### config.mk
export PLATFORM = sky130hd
export DESIGN_NAME = wb_writeback_unit
export DESIGN_NICKNAME = d
export VERILOG_FILES = /design/src/rtl/wb_writeback_unit.sv
export SDC_FILE = /design/constraint.sdc
export NUM_CORES = 1
export LEC_CHECK = 0
export CAP_MARGIN = 20
export CORE_MARGIN = 3
export CORE_UTILIZATION = 52
export DETAILED_ROUTE_END_ITERATION = 10
export PLACE_DENSITY = 0.85
export SYNTH_ARGS = -nofsm -noshare
export SYNTH_HDL_FRONTEND = slang
export SYNTH_SLANG_ARGS = --single-unit
### constraint.sdc
create_clock -name clock -period 4.4 [get_ports clock]
set_input_delay 0.88 -clock clock [delete_from_list [all_inputs] [get_ports clock]]
set_output_delay 0.88 -clock clock [all_outputs]
set_load 0.1 [all_outputs]
### src/rtl/wb_writeback_unit.sv
// wb_writeback_unit: drives the register-file write port and PC load, splitting dual-write instructions over two cycles
module wb_writeback_unit #(
  parameter int wb_control_width = 2,
  parameter int data_width = 32,
  parameter int pc_index = 15
) (
  input  logic                        clock,
  input  logic                        reset_n,
  input  logic [wb_control_width-1:0] wb_control,
  input  logic [data_width-1:0]       wb_content,
  input  logic [data_width-1:0]       base_register_update_content,
  input  logic [3:0]                  wb_add,
  input  logic [3:0]                  reg_update_address,
  output logic                        stall,
  output logic                        rf_we,
  output logic [3:0]                  rf_waddr,
  output logic [data_width-1:0]       rf_wdata,
  output logic                        pc_load,
  output logic [data_width-1:0]       pc_value,
  output logic [31:0]                 retired_count
);
  typedef enum logic {IDLE, PEND} state_t;
  state_t state;
  logic [3:0] pend_addr;
  logic [data_width-1:0] pend_data;
  logic res, base, dual, sel_we, sel_pc;
  logic [3:0] sel_addr;
  logic [data_width-1:0] sel_data;
  assign res = wb_control[0];
  assign base = wb_control[1];
  assign dual = res & base & (wb_add != reg_update_address);
  assign stall = reset_n & (state == IDLE) & dual;
  // base update goes first so the result is the register's final value
  always_comb begin
    sel_we = (state == PEND) | res | base;
    sel_addr = (state == PEND) ? pend_addr :
               (dual | ~res) ? reg_update_address : wb_add;
    sel_data = (state == PEND) ? pend_data :
               (dual | ~res) ? base_register_update_content : wb_content;
    sel_pc = sel_we & (sel_addr == 4'(pc_index));
  end
  always_ff @(posedge clock or negedge reset_n) begin
    if (!reset_n) begin
      state <= IDLE;
      pend_addr <= '0;
      pend_data <= '0;
      rf_we <= 1'b0;
      rf_waddr <= '0;
      rf_wdata <= '0;
      pc_load <= 1'b0;
      pc_value <= '0;
      retired_count <= '0;
    end else begin
      rf_we <= sel_we & ~sel_pc;
      pc_load <= sel_pc;
      if (sel_we & ~sel_pc) begin
        rf_waddr <= sel_addr;
        rf_wdata <= sel_data;
      end
      if (sel_pc) pc_value <= sel_data;
      if (state == IDLE && (res | base)) retired_count <= retired_count + 32'd1;
      if (state == IDLE && dual) begin
        pend_addr <= wb_add;
        pend_data <= wb_content;
        state <= PEND;
      end else begin
        state <= IDLE;
      end
    end
  end
endmodule

==> results of run 1 <==
==> where the power goes <==
part           internal [mW]  switching (mW)  leakage (nW)  total (mW)
clock network          0.980           0.530         0.293        1.51
logic                  0.794            2.10          2.04        2.89
registers               1.58           0.221          1.72        1.80
==> cells in the final DEF, fill, tap and decap left out, drive strengths merged, types with 12 or more instances in the layout <==
master         netlist  final
dfrtp              139    139
mux2i               34     34
clkdlybuf4s50        0    176
mux2               101    101
nand3               12     12
xor2                21     21
xnor2               14     14
clkbuf              11     22
nor2                14     14
o21ai               33     33
nand2               46     46
==> layer usage <==
layer / GRT usage / wire (um)
met5: 0 / 0
met4: 0.07416 / 291
met3: 0.06992 / 1034
met2: 0.4350 / 8549
met1: 0.3044 / 6724
==> metrics by stage <==
step	cell area, um2	util	power [mW]	hold slack, ns
after detailed placement	8309	0.7095	4.697	0.4608
final	8937	0.7631	6.204	0.4449
after global routing	8937	0.7631	6.401	0.4791
after CTS	8937	0.7631	6.227	0.4667
after floorplan	6384	-	3.943	0.4811
after global placement	8309	0.7095	4.638	0.4583
==> worst paths after layout <==
path                                        from                end  slack, ns  depth (start not counted)
hold reg to reg                retired_count[31]  retired_count[31]       0.47                          1
setup reg to reg                           state       pc_value[28]       1.53                          6
hold / removal                           reset_n       pc_value[27]       0.44                          1
max in group asynchronous                reset_n              state       2.55                          2
setup / recovery           reg_update_address[3]       pc_value[28]       0.56                          8
min in group clock             retired_count[31]  retired_count[31]       0.47                          1
==> sequential cells by signal, indices dropped and copies added, names as in the netlist <==
| name | count |
|---|---|
| pc_load | 1 |
| pc_value | 32 |
| pend_addr | 4 |
| pend_data | 32 |
| retired_count | 32 |
| rf_waddr | 4 |
| rf_wdata | 32 |
| rf_we | 1 |
| state | 1 |
==> area by class of cell <==
class / count / area share
clock buffer: 22 / 0.05194
timing repair buffer: 185 / 0.2065
sequential: 139 / 0.3893
inverter: 8 / 0.003360
clock inverter: 10 / 0.01834
tap: 143 / 0.02002
multi-input combinational: 330 / 0.3105
==> cells by family (layout without fill, tap and decap cells) <==
kind of cell | after synthesis | in the layout | share of synthesized area
DFF | 139 | 139 | 0.5449
adders and majority gates | 1 | 1 | 0.001960
and+or+nand+nor | 100 | 100 | 0.07272
AOI/OAI and AO/OA | 59 | 59 | 0.05998
xor gates and xnor gates | 35 | 35 | 0.04802
muxes | 135 | 135 | 0.2485
buffers and inverters | 33 | 225 | 0.02391
==> run summary, run 1 <==
setup_tns: 0 ns
total global-route track usage: 0.2499
clk_lat worst skew: 0.41 ns
status: completed
Die Y: 116.8 um
Layout Nets: 758
Multi-input gate area: 2775 um2
# port buffers: 178
count leader, synth: dfrtp_1
largest net degree at the start of global routing: 76
WL per Instance: 19.83 um
CP delay by family, top: compound AO/OA/AOI/OAI gates
Distinct cells, synth: 35
Syn. warnings: 0
critical path peak fanout: 33
antenna violations before repair: 0
max-cap viol count: 0
Synth Register Bits: 139
Power Density: 694.2 nW/um2
Clock transition at path regs: 0.06 ns
Crit Path Class: input pin to flip-flop
Seq/Total Area, Yosys: 0.5449
fin crit share: 0.8734
pre-CTS setup slack: 0.2209 ns
RSZ-0062 raised after global routing: no
Post-synth EDFFs: 0
final wirelength: 16,600 um
Mapped Cells: 502
GP Congestion: 0.9725
Buf/Inv on CP: 2
Synth Cell Area: 6384 um2
Worst Setup Start Kind: input pin
standby leakage power: 4.051 nW
Sequential cell area: 3480 um2
Tmin final: 3.843 ns
gr ovfl total: 0
DP Wirelength: 11,100 um
Initial Util: 0.5451
max-slew violations: 0
antenna cells: 0
Crit path largest cell delay: 0.76 ns
DRC: 0
ys async rst share: 1.000
Die W: 116.8 um
Commonest cells post-synth: dfrtp_1 (139), mux2_2 (72), nand2_1 (46)
cts bufs inserted: 17
syn avg cell area: 12.72 um2
Worst Setup Slack, final: 0.5569 ns
critical-path cell list: clkdlybuf4s50_1 -> xor2_1 -> o41ai_4 -> a31o_2 -> a41oi_1 -> or4_2 -> buf_12 -> mux2_4
number of clock sinks: 139
clock buffer depth: 2
slowest cell on the critical path: or4_2
Final Hold Vio Count: 0
Fin Clk Skew: 0.01242 ns
DR pass1 iterations: 7
hold_buf cts: 0
dominant cells by area after synthesis: dfrtp_1 (54%), mux2_2 (13%), mux2_4 (6.8%), mux2i_1 (5.3%), xor2_1 (2.9%)
first-pass GRT wire length: 26,080 um
DRT antenna net count: 0
# setup viols final: 0
CTS tree: done
Mapped Nets: 579
row count: 39
Slew @ Worst Pin: 1.036 ns
number of cells after detailed placement: 805
number of post-CTS setup repair buffers: 0
H-Tree Depth: 4
WP data required: 4.68 ns
Core ar.: 11,710 um2
vias in the first global route: 4,992
via count: 4,692
Slew HR: 0.3069
DR iter-0 viols: 383
Post-CTS Resized: 0
Area Growth Syn to Fin: 40.00%
CP Capture Type: flip-flop
Synth area leader: dfrtp_1
layout cell share with drive strength beyond 1: 0.2176
hold crit path type: input pin to asynchronous set/reset pin
FMAX: 260.2 MHz
maximum VDD drop: 0.0003986 V
proportion of netlist area held by the largest area contributor: 0.5449
Main synth FF type: dfrtp_1
# IOs: 179
root buf cell: clkbuf_16
Worst Path Arrival: 4.12 ns
Die ar.: 13,640 um2
final std cells w/o fill: 837
Vias/cell: 5.606
fillers: 747
Power figures use the tool's default switching activity.
==> run 2, diff against run 1 <==
- MAX_ROUTING_LAYER: default -> met4
- SETUP_SLACK_MARGIN: default -> 0.5
==> run 2 against run 1 <==
Against the previous run:
- critical path depth is the same
- core utilization is the same
- largest cell class unchanged
- flip-flop and latch count is the same
- critical path type unchanged
- via count grew 1.2%
- total power is essentially flat
- global-route usage grew 0.86 points
- register-to-register slack is essentially flat
- sequential share of layout area is the same
- critical endpoint unchanged
- die area is the same
==> run summary, run 2 (synthesis gave the netlist of run 1 again) <==
number of post-CTS setup repair buffers: 0 (unchanged)
Post-CTS Resized: 0 (unchanged)
setup_tns: 0 ns (unchanged)
antenna cells: 0 (unchanged)
commonest non-fill, non-tap cells in the layout: clkdlybuf4s50_1 (176), dfrtp_1 (138), mux2_2 (72), nand2_1 (45), mux2i_1 (34) (unchanged)
WP data required: 4.68 ns (about the same)
Slew HR: 0.3071 (was 0.3069)
DRC: 0 (unchanged)
# setup viols final: 0 (unchanged)
# port buffers: 178 (unchanged)
Power Density: 693.9 nW/um2 (was 694.2 nW/um2)
vias in the first global route: 4,989 (was 4,992)
max-slew violations: 0 (unchanged)
standby leakage power: 4.051 nW (unchanged)
hold crit path type: input pin to asynchronous set/reset pin (unchanged)
GP Congestion: 0.9907 (was 0.9725)
FMAX: 261.6 MHz (was 260.2 MHz)
critical-path cell list: clkdlybuf4s50_1 -> xor2_1 -> o41ai_4 -> a31o_2 -> a41oi_1 -> or4_2 -> buf_12 -> mux2_4 (unchanged)
Worst Setup Start Kind: input pin (unchanged)
Area Growth Syn to Fin: 40.00% (unchanged)
number of clock sinks: 139 (unchanged)
switch share: 0.4589 (was 0.4592)
Final Hold Vio Count: 0 (unchanged)
Core ar.: 11,710 um2 (unchanged)
Clock power frac: 0.243 (about the same)
antenna violations before repair: 0 (unchanged)
WL per Instance: 19.80 um (was 19.83 um)
maximum VDD drop: 0.0003989 V (was 0.0003986 V)
first-pass GRT wire length: 26,080 um (about the same)
clk_lat worst skew: 0.41 ns (about the same)
Clock transition at path regs: 0.06 ns (about the same)
CTS tree: done (unchanged)
Vias/cell: 5.670 (was 5.606)
RSZ-0062 raised after global routing: no (unchanged)
commonest non-fill, non-tap cell in the layout: clkdlybuf4s50_1 (unchanged)
DR iter-0 viols: 405 (was 383)
Fin Clk Skew: 0.01363 ns (was 0.01242 ns)
DP Wirelength: 11,100 um (unchanged)
Comb power frac: 0.466 (about the same)
H-Tree Depth: 4 (unchanged)
final wirelength: 16,570 um (was 16,600 um)
gr ovfl total: 0 (unchanged)
Die W: 116.8 um (unchanged)
fin crit share: 0.8687 (was 0.8734)
Die Y: 116.8 um (unchanged)
Slew @ Worst Pin: 1.036 ns (about the same)
clock buffer depth: 2 (unchanged)
Tmin final: 3.822 ns (was 3.843 ns)
critical path peak fanout: 33 (unchanged)
status: completed (unchanged)
slowest cell on the critical path: or4_2 (unchanged)
DRT antenna net count: 0 (unchanged)
NetSw: 2.846 mW (was 2.849 mW)
DR pass1 iterations: 5 (was 7)
via count: 4,746 (was 4,692)
CP Capture Type: flip-flop (unchanged)
Initial Util: 0.5451 (unchanged)
root buf cell: clkbuf_16 (unchanged)
cts bufs inserted: 17 (unchanged)
max-cap viol count: 0 (unchanged)
Crit Path Class: input pin to flip-flop (unchanged)
Crit path largest cell delay: 0.75 ns (was 0.76 ns)
layout cell share with drive strength beyond 1: 0.2176 (unchanged)
Worst Path Arrival: 4.10 ns (was 4.12 ns)
Layout Nets: 758 (unchanged)
total global-route track usage: 0.2585 (was 0.2499)
Worst Setup Slack, final: 0.5778 ns (was 0.5569 ns)
row count: 39 (unchanged)
pre-CTS setup slack: 0.2209 ns (unchanged)
largest net degree at the start of global routing: 76 (unchanged)
hold_buf cts: 0 (unchanged)
# IOs: 179 (unchanged)
Die ar.: 13,640 um2 (unchanged)
Int Power: 3.355 mW (about the same)
Reg power frac: 0.291 (was 0.290)
## run 2: cell counts in the layout (fill, tap and decap cells not counted)
No cell type changed its count.
## run 2: final timing paths
check	to	startpoint	slack (ns)	cells past startpoint
max	pc_value[28]	reg_update_address[3]	0.58	8
min	pc_value[27]	reset_n	0.45	1
max reg2reg	pc_value[28]	state	1.54	6
min reg2reg	retired_count[31]	retired_count[31]	0.47	1
max in group asynchronous	state	reset_n	2.54	2
min in group clock	retired_count[31]	retired_count[31]	0.47	1
## run 2: layer usage
layer  track usage  share of wire  vias to the layer above
met3       0.06992          0.063                       24
met5             -              0                        -
met1        0.3078           0.40                     2404
li1              -              -                     2132
met2        0.4353           0.52                      186
met4       0.07187          0.013                        0
## run 2: metrics by stage
step                instances  power [mW]  area (um2)  hold slack, ns  utilization
finish                    837       6.201        8937          0.4497       0.7631
global route              837       6.404        8937          0.4736       0.7631
CTS                       837       6.227        8937          0.4667       0.7631
detailed placement        805       4.697        8309          0.4608       0.7095
global placement          805       4.638        8309          0.4583       0.7095
floorplan                 502       3.943        6384          0.4811            -
## run 2: critical path, delay by kind of cell
kind	cells	cell delay, ns
multiplexers	1	0.32
XOR/XNOR	1	0.24
AND/OR/NAND/NOR	1	0.75
buffers and inverters	2	0.73
AO/OA/AOI/OAI	3	1.17
## run 2: final cells by class
type / count / area [um2]
repair buffers: 185 / 1846
multi-input cells: 330 / 2775
well taps: 143 / 178.9
clock inverters: 10 / 163.9
fillers: 747 / 2774
inverters: 8 / 30.03
clock buffers: 22 / 464.2
flip-flops and latches: 139 / 3480
## run 2: power groups by stage
stage,Clock [mW],Combinational [mW],Sequential (mW)
global placement,0,2.85,1.79
global route,1.59,2.98,1.84
CTS,1.53,2.90,1.80
finish,1.51,2.89,1.80
detailed placement,0,2.89,1.81
floorplan,0,0.500,3.44
